## src/rtl/group_result_drain.sv

```systemverilog
// Drains a captured MAC-group result bus as a valid/ready stream, one lane per beat.
// Each lane is arithmetically right-shifted by SHIFT and saturated to OUT_WIDTH.
module group_result_drain #(
  parameter int GROUP_NB  = 4,
  parameter int IMG_WIDTH = 16,
  parameter int KER_WIDTH = 16,
  parameter int OUT_WIDTH = 16,
  parameter int SHIFT     = 8,
  localparam int RESULT_WIDTH = IMG_WIDTH + KER_WIDTH + 1,
  localparam int IDX_WIDTH    = (GROUP_NB > 1) ? $clog2(GROUP_NB) : 1
) (
  input  logic                             clk,
  input  logic                             rst,
  input  logic [GROUP_NB*RESULT_WIDTH-1:0] result,
  input  logic                             cap,
  output logic                             busy,
  output logic                             drop,
  output logic [OUT_WIDTH-1:0]             out_data,
  output logic [IDX_WIDTH-1:0]             out_idx,
  output logic                             out_last,
  output logic                             out_valid,
  input  logic                             out_ready
);

  typedef enum logic {IDLE, SEND} state_t;

  localparam logic [IDX_WIDTH-1:0] LAST_IDX = IDX_WIDTH'(GROUP_NB - 1);
  localparam logic signed [RESULT_WIDTH-1:0] SAT_MAX =
    {{(RESULT_WIDTH-OUT_WIDTH+1){1'b0}}, {(OUT_WIDTH-1){1'b1}}};
  localparam logic signed [RESULT_WIDTH-1:0] SAT_MIN =
    {{(RESULT_WIDTH-OUT_WIDTH+1){1'b1}}, {(OUT_WIDTH-1){1'b0}}};

  state_t                            state, state_n;
  logic [GROUP_NB*RESULT_WIDTH-1:0]  snap;
  logic [IDX_WIDTH-1:0]              idx_n, idx_inc;
  logic [OUT_WIDTH-1:0]              data_n;
  logic                              drop_n, load, beat;

  function automatic logic [OUT_WIDTH-1:0] saturate(input logic [RESULT_WIDTH-1:0] lane);
    logic signed [RESULT_WIDTH-1:0] s;
    s = $signed(lane) >>> SHIFT;
    if (s > SAT_MAX)      saturate = SAT_MAX[OUT_WIDTH-1:0];
    else if (s < SAT_MIN) saturate = SAT_MIN[OUT_WIDTH-1:0];
    else                  saturate = s[OUT_WIDTH-1:0];
  endfunction

  assign beat    = (state == SEND) && out_ready;
  assign idx_inc = out_idx + 1'b1;

  // Lane 0 is taken straight from the bus at capture so it is ready one cycle later;
  // later lanes come from the snapshot.
  always_comb begin
    state_n = state;
    idx_n   = out_idx;
    data_n  = out_data;
    drop_n  = 1'b0;
    load    = 1'b0;
    case (state)
      IDLE: begin
        if (cap) begin
          load    = 1'b1;
          state_n = SEND;
          idx_n   = '0;
          data_n  = saturate(result[0 +: RESULT_WIDTH]);
        end
      end
      SEND: begin
        if (beat && out_idx == LAST_IDX) begin
          idx_n = '0;
          if (cap) begin
            load   = 1'b1;
            data_n = saturate(result[0 +: RESULT_WIDTH]);
          end else begin
            state_n = IDLE;
            data_n  = '0;
          end
        end else begin
          drop_n = cap;
          if (beat) begin
            idx_n  = idx_inc;
            data_n = saturate(snap[idx_inc*RESULT_WIDTH +: RESULT_WIDTH]);
          end
        end
      end
      default: state_n = IDLE;
    endcase
  end

  always_ff @(posedge clk) begin
    if (rst) begin
      state    <= IDLE;
      out_idx  <= '0;
      out_data <= '0;
      drop     <= 1'b0;
      snap     <= '0;
    end else begin
      state    <= state_n;
      out_idx  <= idx_n;
      out_data <= data_n;
      drop     <= drop_n;
      if (load) snap <= result;
    end
  end

  assign out_valid = (state == SEND);
  assign busy      = (state == SEND);
  assign out_last  = out_valid && (out_idx == LAST_IDX);

endmodule
```

## config.mk

```make
export PLATFORM = sky130hd
export DESIGN_NAME = group_result_drain
export DESIGN_NICKNAME = d
export VERILOG_FILES = /design/src/rtl/group_result_drain.sv
export SDC_FILE = /design/constraint.sdc
export NUM_CORES = 1
export LEC_CHECK = 0
export ABC_AREA = 1
export BUFFER_PORTS_ARGS = -buffer_cell sky130_fd_sc_hd__clkbuf_2
export CAP_MARGIN = 20
export CORE_AREA = 4 4 132 134
export DETAILED_ROUTE_END_ITERATION = 8
export DIE_AREA = 0 0 136 138
export PLACE_DENSITY = 0.6
export SLEW_MARGIN = 10
export SYNTH_ARGS = -nofsm -noshare
export SYNTH_HDL_FRONTEND = slang
export SYNTH_SLANG_ARGS = --single-unit
```

## constraint.sdc

```tcl
create_clock -name clk -period 4.95 [get_ports clk]
set_input_delay 0 -clock clk [delete_from_list [all_inputs] [get_ports clk]]
set_output_delay 0 -clock clk [all_outputs]
set_load 0.05 [all_outputs]
```

==> impl_metrics.yaml, run 1 <==
run_status:
  status: "complete, no violations"
clock_network:
  cts_num_sinks: 120
  clock_latency_ns: 0.42
  cts_buffers: 17
  cts_buffer_depth: 2
  cts-root-buf: "clkbuf_16"
  htreeDepth: 4
  clk_pin_slew_ns: 0.05
  ctsResizeCount: 0
  cts_tree: "yes"
synthesis:
  synth.top_cell.area_share: 0.429
  ys_ff_latch: 120
  yosysTopAreaCell: "dfxtp_1"
  synthArstFlopShare: 0
  yosys-top-cells-area: "dfxtp_1, a21oi_1, nand2_1"
  synth_edf_count: 0
  synth_cell_types: 27
  synth_warnings: 0
  synthCells: 793
  synth_ff_type: "dfxtp_1"
  synth_nets: 930
  ys_seq_area_frac: 0.429
  syn-cell-area_um2: 5600
  avgSynthCellArea_um2: 7.06
global_route:
  grt_remaining_overflow: 0
  grt_pass1_wl_um: 29700
  grt_pass1_vias: 5831
  track_usage: 0.199
  grt_max_degree: 89
  antenna_found_initial: 0
power_and_ir_drop:
  peakVddDrop_mv: 0.253
  p_per_area_nw_per_um2: 369
  p_leak_uw: 0.00332
timing:
  report.final.setup_viol: 0
  slew_headroom: 0.343
  period_share: 0.519
  setup_tns_ns: 0
  final-hold-violation-count: 0
  maxSlewViolCount: 0
  max_freq_ghz: 0.389
  fin_crit_ns: 2.57
  rsz0062_at_grt: "false"
  fin_skew_ns: 0.0156
  tightest_slew_ns: 0.986
final_layout:
  n_antenna_cell: 0
  final_cell_area_um2: 7900
  num-nets-final: 1118
  regArea_um2: 2400
  drive_above_1_share: 0.194
  mostFrequentLayoutCell: "nand2_1"
  instances_no_fill: 1214
  area_growth_pct: 41.0
  nFillCells: 1643
  layout_common_cells: "nand2_1, a21oi_1, clkbuf_2, dfxtp_1, dlygate4sd3_1"
  multiInputGateArea_um2: 2630
die:
  die_area_um2: 18800
  initial_core_util: 0.344
  num_io_pins: 158
  design.core.area_um2: 16300
  fp.dieH_um: 138
  core.rowCount: 47
  die_w_um: 136
route:
  met1_length_um: 8190
  wl_per_cell_um: 15.2
  drt_drc_violations_left: 0
  routed.top_layer: "met4"
  drtAntennaViolNets: 0
  drt_pass1_iterations: 6
  drtIter0Drc: 379
  vias: 5952
  dr_wl_met3_um: 899
  drt-vias-per-instance: 4.90
  wl_met2_um: 8970
  wl_um: 18400
worst_setup_path:
  crit_path_end_kind: "flip-flop"
  critPathLaunchType: "flip-flop"
  required_ns: 5.24
  crit_path_max_fanout: 64
  crit_type: "reg -> reg"
  arrival_ns: 2.86
  r2r_setup_slack_ns: 2.38
place:
  hpwlAfterDp_um: 11100
  portBuffers: 125
  placed_area_um2: 6250
  gp_congestion: 0.827
  placedCellCount: 1081
job:
  cap_viol_max_count: 0
worst_hold_path:
  worstHoldPathType: "in -> reg"
## final timing paths
path / start / depth (start not counted) / end
hold / removal: cap / 4 / out_idx[1]
setup / recovery: out_idx[0] / 12 / out_data[4]
setup reg to reg: out_idx[0] / 12 / out_data[4]
hold reg to reg: snap[18] / 2 / snap[18]
## synthesized netlist by cell type, types with 2 or more instances
master / n
clkbuf_1: 38
buf_2: 6
nor2_1: 9
buf_6: 7
nand3_2: 2
buf_4: 2
a21oi_1: 149
a21oi_2: 13
inv_1: 61
buf_1: 11
nand4_1: 4
nand2_1: 171
dfxtp_1: 120
o211ai_1: 8
nand2_2: 4
nor3_1: 2
inv_2: 4
o21ai_0: 78
nand3_1: 96
## per-layer routing
layer	GRT usage	up-vias
met5	0	-
met4	0.0695	0
met3	0.0378	25
met2	0.333	151
met1	0.256	2744
li1	-	3032
## cell families after synthesis
group	share of synthesized area
buf+inv	0.103
fa+ha+maj	0.00223
flops	0.429
simple gates	0.223
compound gates	0.243
## power breakdown
part	internal (uW)	switching [uW]
Sequential	1030	29.1
Combinational	193	330
Clock	879	449
## state kept, by name, indices dropped and copies added, names as in the netlist
name,cells
snap,100
out_data,16
busy,1
out_idx,2
drop,1
## worst max-delay path: stages, from the launching register on
cell,delay [ns]
dfxtp_2,0.32
buf_4,0.53
inv_6,0.25
nand2_1,0.18
nand3_1,0.11
nand2_1,0.12
nand2_1,0.05
nor2_1,0.10
nand3b_1,0.10
nand2_2,0.32
nand3_1,0.14
nand2_1,0.10
a21oi_2,0.05
## area by class of cell
class	count	area share
Clock inverter	12	0.0219
Multi-Input combinational cell	542	0.333
Timing Repair Buffer	234	0.215
Tap cell	220	0.0349
Sequential cell	120	0.304
Inverter	66	0.0320
Clock buffer	20	0.0591
## metrics by stage
| stage | hold slack, ns | power (uW) | setup slack (ns) | utilization |
|---|---|---|---|---|
| 4_1_cts | 0.126 | 2940 | 2.37 | 0.485 |
| 5_1_grt | 0.176 | 3050 | 2.11 | 0.485 |
| 3_5_place_dp | 0.264 | 1540 | 2.38 | 0.383 |
| 6_report | 0.133 | 2920 | 2.38 | 0.485 |
| 2_1_floorplan | 0.168 | 1410 | 2.76 | - |
| 3_3_place_gp | 0.264 | 1540 | 2.38 | 0.383 |
## what timing repair did
item                      4_1_cts  5_1_grt
hold buffers                  101        0
hold endpoints to repair      118        0
buffers inserted                0        0
No activity file was read; power rests on OpenSTA's default activity.
==> run 2, diff against run 1 <==
ABC_AREA = 0   (was 1)
CORE_AREA = 4 4 128 130   (was 4 4 132 134)
DIE_AREA = 0 0 132 134   (was 0 0 136 138)
clock period = 2.4 ns   (was 4.95 ns; I/O delays follow)
==> run 2 against run 1 <==
Effect of this change:
- wire length is 14% lower
- via count fell by 15%
- global-route usage down 1.5 points
- synthesized cell count is 25% lower
- sequential power rose by 110%
- critical path type unchanged
- largest cell class unchanged
- highest routed layer unchanged
==> impl_metrics.yaml, run 2 <==
run_status:
  status: "complete, no violations"
die:
  core.rowCount: 45
  fp.dieH_um: 134
  initial_core_util: 0.345
  num_io_pins: 158
  die_w_um: 132
  design.core.area_um2: 15100
  die_area_um2: 17700
synthesis:
  ys_seq_area_frac: 0.460
  synth_nets: 733
  yosys-top-cells-area: "dfxtp_1, nand2_1, a21oi_1"
  synthCells: 596
  synth_ff_type: "dfxtp_1"
  synth_warnings: 0
  synth_edf_count: 0
  synthArstFlopShare: 0
  avgSynthCellArea_um2: 8.76
  synth.most_common_cell: "nand2_1"
  ys_ff_latch: 120
  synth.top_cell.area_share: 0.460
  syn-cell-area_um2: 5220
  yosysTopAreaCell: "dfxtp_1"
  synth_cell_types: 37
  ys_top_cells_by_count: "nand2_1, dfxtp_1, a21oi_1"
power_and_ir_drop:
  peakVddDrop_mv: 0.517
  clockPowerShare: 0.453
  switchingPower_uw: 1560
  p_comb_frac: 0.167
  seqPwrFrac: 0.380
  p_leak_uw: 0.00310
  switching_share: 0.270
  p_per_area_nw_per_um2: 748
  internal_power_uw: 4210
final_layout:
  drive_above_1_share: 0.262
  fin_util: 0.509
  num-nets-final: 945
  n_antenna_cell: 0
  largest_reg_flops: 100
  mostFrequentLayoutCell: "nand2_1"
  top_register: "snap"
  area_growth_pct: 47.7
  instances_no_fill: 1009
  reg_top3: "snap (100), out_data (16), out_idx (2)"
  nFillCells: 1392
  layout_common_cells: "nand2_1, clkbuf_2, dfxtp_1, a21oi_1, dlygate4sd3_1"
timing:
  max_freq_ghz: 0.422
  slew_headroom: 0.543
  final-hold-violation-count: 0
  setup_tns_ns: 0
  fin_skew_ns: 0.00909
  period_share: 0.988
  maxSlewViolCount: 0
  rsz0062_at_grt: "true"
  hold_slack_ns: 0.0828
  report.final.setup_viol: 0
  fin_crit_ns: 2.37
  tightest_slew_ns: 0.685
worst_setup_path:
  path_cells: "ha_4 -> buf_12 -> mux4_2 -> nor4_4 -> a31oi_4 -> buf_12 -> o211ai_1 -> a31oi_1"
  crit_path_end_kind: "flip-flop"
  required_ns: 2.68
  critPathLaunchType: "flip-flop"
  crit_type: "reg -> reg"
  critPathBufInv: 2
  crit_top_cell: "buf_12"
  worst_path_max_delay_cell: "mux4_2"
  arrival_ns: 2.65
  max_stage_delay_ns: 0.54
  crit_path_max_fanout: 14
  critPathTopFamily: "multiplexers"
clock_network:
  clk_pin_slew_ns: 0.05
  cts_buffers: 17
  cts_tree: "yes"
  cts-root-buf: "clkbuf_16"
  clock_latency_ns: 0.42
  cts_num_sinks: 120
  cts_buffer_depth: 2
  htreeDepth: 4
job:
  cap_viol_max_count: 0
route:
  drt-vias-per-instance: 5.02
  wl_um: 15900
  vias: 5064
  drt_drc_violations_left: 0
  wl_per_cell_um: 15.7
  drtAntennaViolNets: 0
  drtIter0Drc: 353
  drt_pass1_iterations: 4
place:
  gp_congestion: 0.775
  hpwlAfterDp_um: 10900
  portBuffers: 125
  placedCellCount: 876
global_route:
  grt_pass1_vias: 5146
  grt_remaining_overflow: 0
  track_usage: 0.184
  antenna_found_initial: 0
  grt_pass1_wl_um: 26100
  grt_max_degree: 67
worst_hold_path:
  worstHoldPathType: "in -> reg"
## run 2: path summary, 6_finish.rpt
path	depth (start not counted)	end	slack [ns]	from
worst max-delay path	8	out_data[12]	0.03	out_idx[0]
worst min-delay path	4	out_idx[0]	0.08	out_ready
worst max register to register	8	out_data[12]	0.03	out_idx[0]
worst min register to register	2	snap[121]	0.45	snap[121]
## run 2: kinds of logic (layout without fill, tap and decap cells)
logic type / Yosys count / after routing / synth area share
mux: 25 / 25 / 0.114
fa+ha+maj: 1 / 1 / 0.00240
simple gates: 230 / 230 / 0.173
buf+inv: 52 / 277 / 0.0479
flops: 120 / 120 / 0.460
compound gates: 168 / 168 / 0.203
## run 2: area by class of cell
class / count / area (um2) / area share
clock buffer: 18 / 439 / 0.0569
clock inverter: 14 / 175 / 0.0227
inverter: 1 / 3.75 / 0.000487
multi-input combinational: 424 / 2630 / 0.341
sequential: 120 / 2400 / 0.312
tap: 188 / 235 / 0.0305
timing repair buffer: 244 / 1830 / 0.237
## run 2: what timing repair did
action | 4_1_cts | 5_1_grt
hold buffers | 101 | 0
cloned | 0 | 0
pin swaps | 1 | 3
gates resized for setup | 5 | 1
setup endpoints to repair | 15 | 15
hold endpoints to repair | 113 | 0
setup buffers | 0 | 0
## run 2: tightest hold or removal path, cell delays in order
cell	delay, ns
clkbuf_2	0.12
nand2_1	0.14
or3_1	0.12
a21oi_1	0.07
## run 2: stage by stage
step | worst slack, ns | cell area [um2] | total power, uW
global placement | 0.0217 | 6050 | 3030
floorplan | 0.0127 | 5220 | 2770
CTS | 0.0137 | 7710 | 5810
global route | -0.0710 | 7710 | 6000
finish | 0.0280 | 7710 | 5770
detailed placement | -0.0617 | 6050 | 3050
## run 2: per-layer routing
layer	GRT usage	vias to the layer above	wire [um]
met5	0	-	0
met4	0.0502	0	268
met3	0.0533	22	780
met2	0.312	143	7760
met1	0.230	2391	7050
li1	-	2508	-
## run 2: power groups by stage
stage | clock network (uW) | logic, uW | registers [uW]
after floorplan | 0 | 451 | 2320
after global placement | 0 | 800 | 2230
after detailed placement | 0 | 818 | 2240
after CTS | 2650 | 965 | 2190
after global routing | 2740 | 1050 | 2210
final | 2610 | 963 | 2200
==> run 3, diff against run 2 <==
==> constraint.sdc (replaced) <==
create_clock -name clk -period 2.4 [get_ports clk]
set_input_delay 0.48 -clock clk [delete_from_list [all_inputs] [get_ports clk]]
set_output_delay 0.48 -clock clk [all_outputs]
set_load 0.05 [all_outputs]
==> run 3 against run 2 <==
Effect of this change:
- power down 6.5%
- first-iteration DRC count down 17%
- sequential share of layout area up 5.0 points
- worst setup slack worse by 0.020 ns
- die area unchanged
- clock-buffer cell count up 8
- final cell count down 10%
- fmax down 0.84%
- highest routed layer unchanged
==> impl_metrics.yaml, run 3 (synthesis results as in run 2) <==
power_and_ir_drop:
  clockPowerShare: 0.440
  p_comb_frac: 0.154
  peakVddDrop_mv: 0.477
  seqPwrFrac: 0.406
  switchingPower_uw: 1410
  internal_power_uw: 3990
  p_per_area_nw_per_um2: 811
  switching_share: 0.262
  p_leak_uw: 0.00268
route:
  drtIter0Drc: 292
  wl_um: 14800
  drtAntennaViolNets: 0
  wl_per_cell_um: 16.3
  vias: 4629
  drt_drc_violations_left: 0
  drt_pass1_iterations: 5
  drt-vias-per-instance: 5.11
final_layout:
  fin_util: 0.439
  top_register: "snap"
  drive_above_1_share: 0.291
  reg_top3: "snap (100), out_data (16), out_idx (2)"
  largest_reg_flops: 100
  layout_common_cells: "nand2_1, clkbuf_2, dfxtp_1, a21oi_1"
  n_antenna_cell: 0
  num-nets-final: 845
  mostFrequentLayoutCell: "nand2_1"
  final_cell_area_um2: 6650
  nFillCells: 1503
  area_growth_pct: 27.4
timing:
  slew_headroom: 0.544
  fin_crit_ns: 2.39
  maxSlewViolCount: 0
  tightest_slew_ns: 0.684
  report.final.setup_viol: 0
  max_freq_ghz: 0.418
  period_share: 0.997
  final-hold-violation-count: 0
  fin_skew_ns: 0.00694
  rsz0062_at_grt: "true"
global_route:
  grt_max_degree: 80
  antenna_found_initial: 0
  track_usage: 0.169
  grt_pass1_wl_um: 24000
  grt_pass1_vias: 4706
  grt_remaining_overflow: 0
worst_setup_path:
  crit_path_max_fanout: 9
  critPathLaunchType: "flip-flop"
  crit_type: "reg -> reg"
  arrival_ns: 2.65
  required_ns: 2.66
  crit_path_end_kind: "flip-flop"
die:
  num_io_pins: 158
  initial_core_util: 0.345
  die_w_um: 132
  fp.dieH_um: 134
  core.rowCount: 45
  design.core.area_um2: 15100
  die_area_um2: 17700
run_status:
  status: "complete, no violations"
clock_network:
  cts_buffer_depth: 2
  cts_num_sinks: 120
  clock_latency_ns: 0.42
  htreeDepth: 4
  clk_pin_slew_ns: 0.05
  cts-root-buf: "clkbuf_16"
  cts_tree: "yes"
  cts_buffers: 17
place:
  gp_congestion: 0.827
  placed_area_um2: 6050
  portBuffers: 125
  hpwlAfterDp_um: 10500
job:
  cap_viol_max_count: 0
worst_hold_path:
  worstHoldPathType: "in -> reg"
==> run 3: cell count changes in the layout (fill, tap and decap cells not counted), moves of 3 or more <==
| cell | before | now |
|---|---|---|
| dlygate4sd3_1 | 101 | 0 |
| clkinvlp_4 | 6 | 0 |
| clkbuf_1 | 0 | 4 |
| clkbuf_8 | 1 | 5 |
| clkinv_4 | 3 | 0 |
==> run 3: critical path: stages (launching register included) <==
cell and delay [ns]:
dfxtp_2 0.33, ha_4 0.28, buf_12 0.13, mux4_2 0.55
nor4_4 0.34, a31oi_4 0.16, a2111oi_0 0.33, nor4_1 0.10
==> run 3: worst paths after layout <==
path	startpoint	endpoint	slack, ns	depth (start not counted)
max	out_idx[0]	out_data[8]	0.008	7
min	result[127]	snap[127]	0.29	3
max reg2reg	out_idx[0]	out_data[8]	0.008	7
min reg2reg	snap[109]	snap[109]	0.45	2
==> run 3: stage by stage <==
step	setup WS [ns]	total power [uW]	TNS [ns]	cells	hold WS [ns]
finish	0.00789	5400	0	906	0.285
global route	-0.0507	5630	-0.398	906	0.281
CTS	0.0207	5450	0	905	0.268
detailed placement	-0.103	3040	-1.20	876	0.444
global placement	-0.0586	3020	-0.673	876	0.438
floorplan	0.0127	2770	0	596	0.432
==> run 3: area by class of cell <==
class                   count  area [um2]  share of cell area
well taps                 188         235              0.0354
multi-input cells         424        2630               0.395
clock buffers              26         509              0.0765
clock inverters             3        40.0             0.00602
flip-flops and latches    120        2400               0.361
repair buffers            144         832               0.125
inverters                   1        3.75            0.000564
==> run 3: layer usage <==
layer | global-route usage | wire (um)
met4 | 0.0548 | 143
met3 | 0.0435 | 766
met1 | 0.221 | 6640
met2 | 0.275 | 7200
met5 | 0 | 0
==> run 3: power groups by stage <==
stage	sequential, uW	combinational, uW	clock (uW)
final	2190	830	2370
after global routing	2210	908	2510
after CTS	2190	835	2420
after detailed placement	2230	813	0
after global placement	2230	798	0
after floorplan	2320	451	0
==> run 3: repair_timing <==
item / CTS / global route
pin swaps: 2 / 6
setup endpoints to repair: 15 / 15
cloned: 0 / 0
setup buffers: 0 / 1
gates resized for setup: 7 / 1
hold buffers: 0 / 0
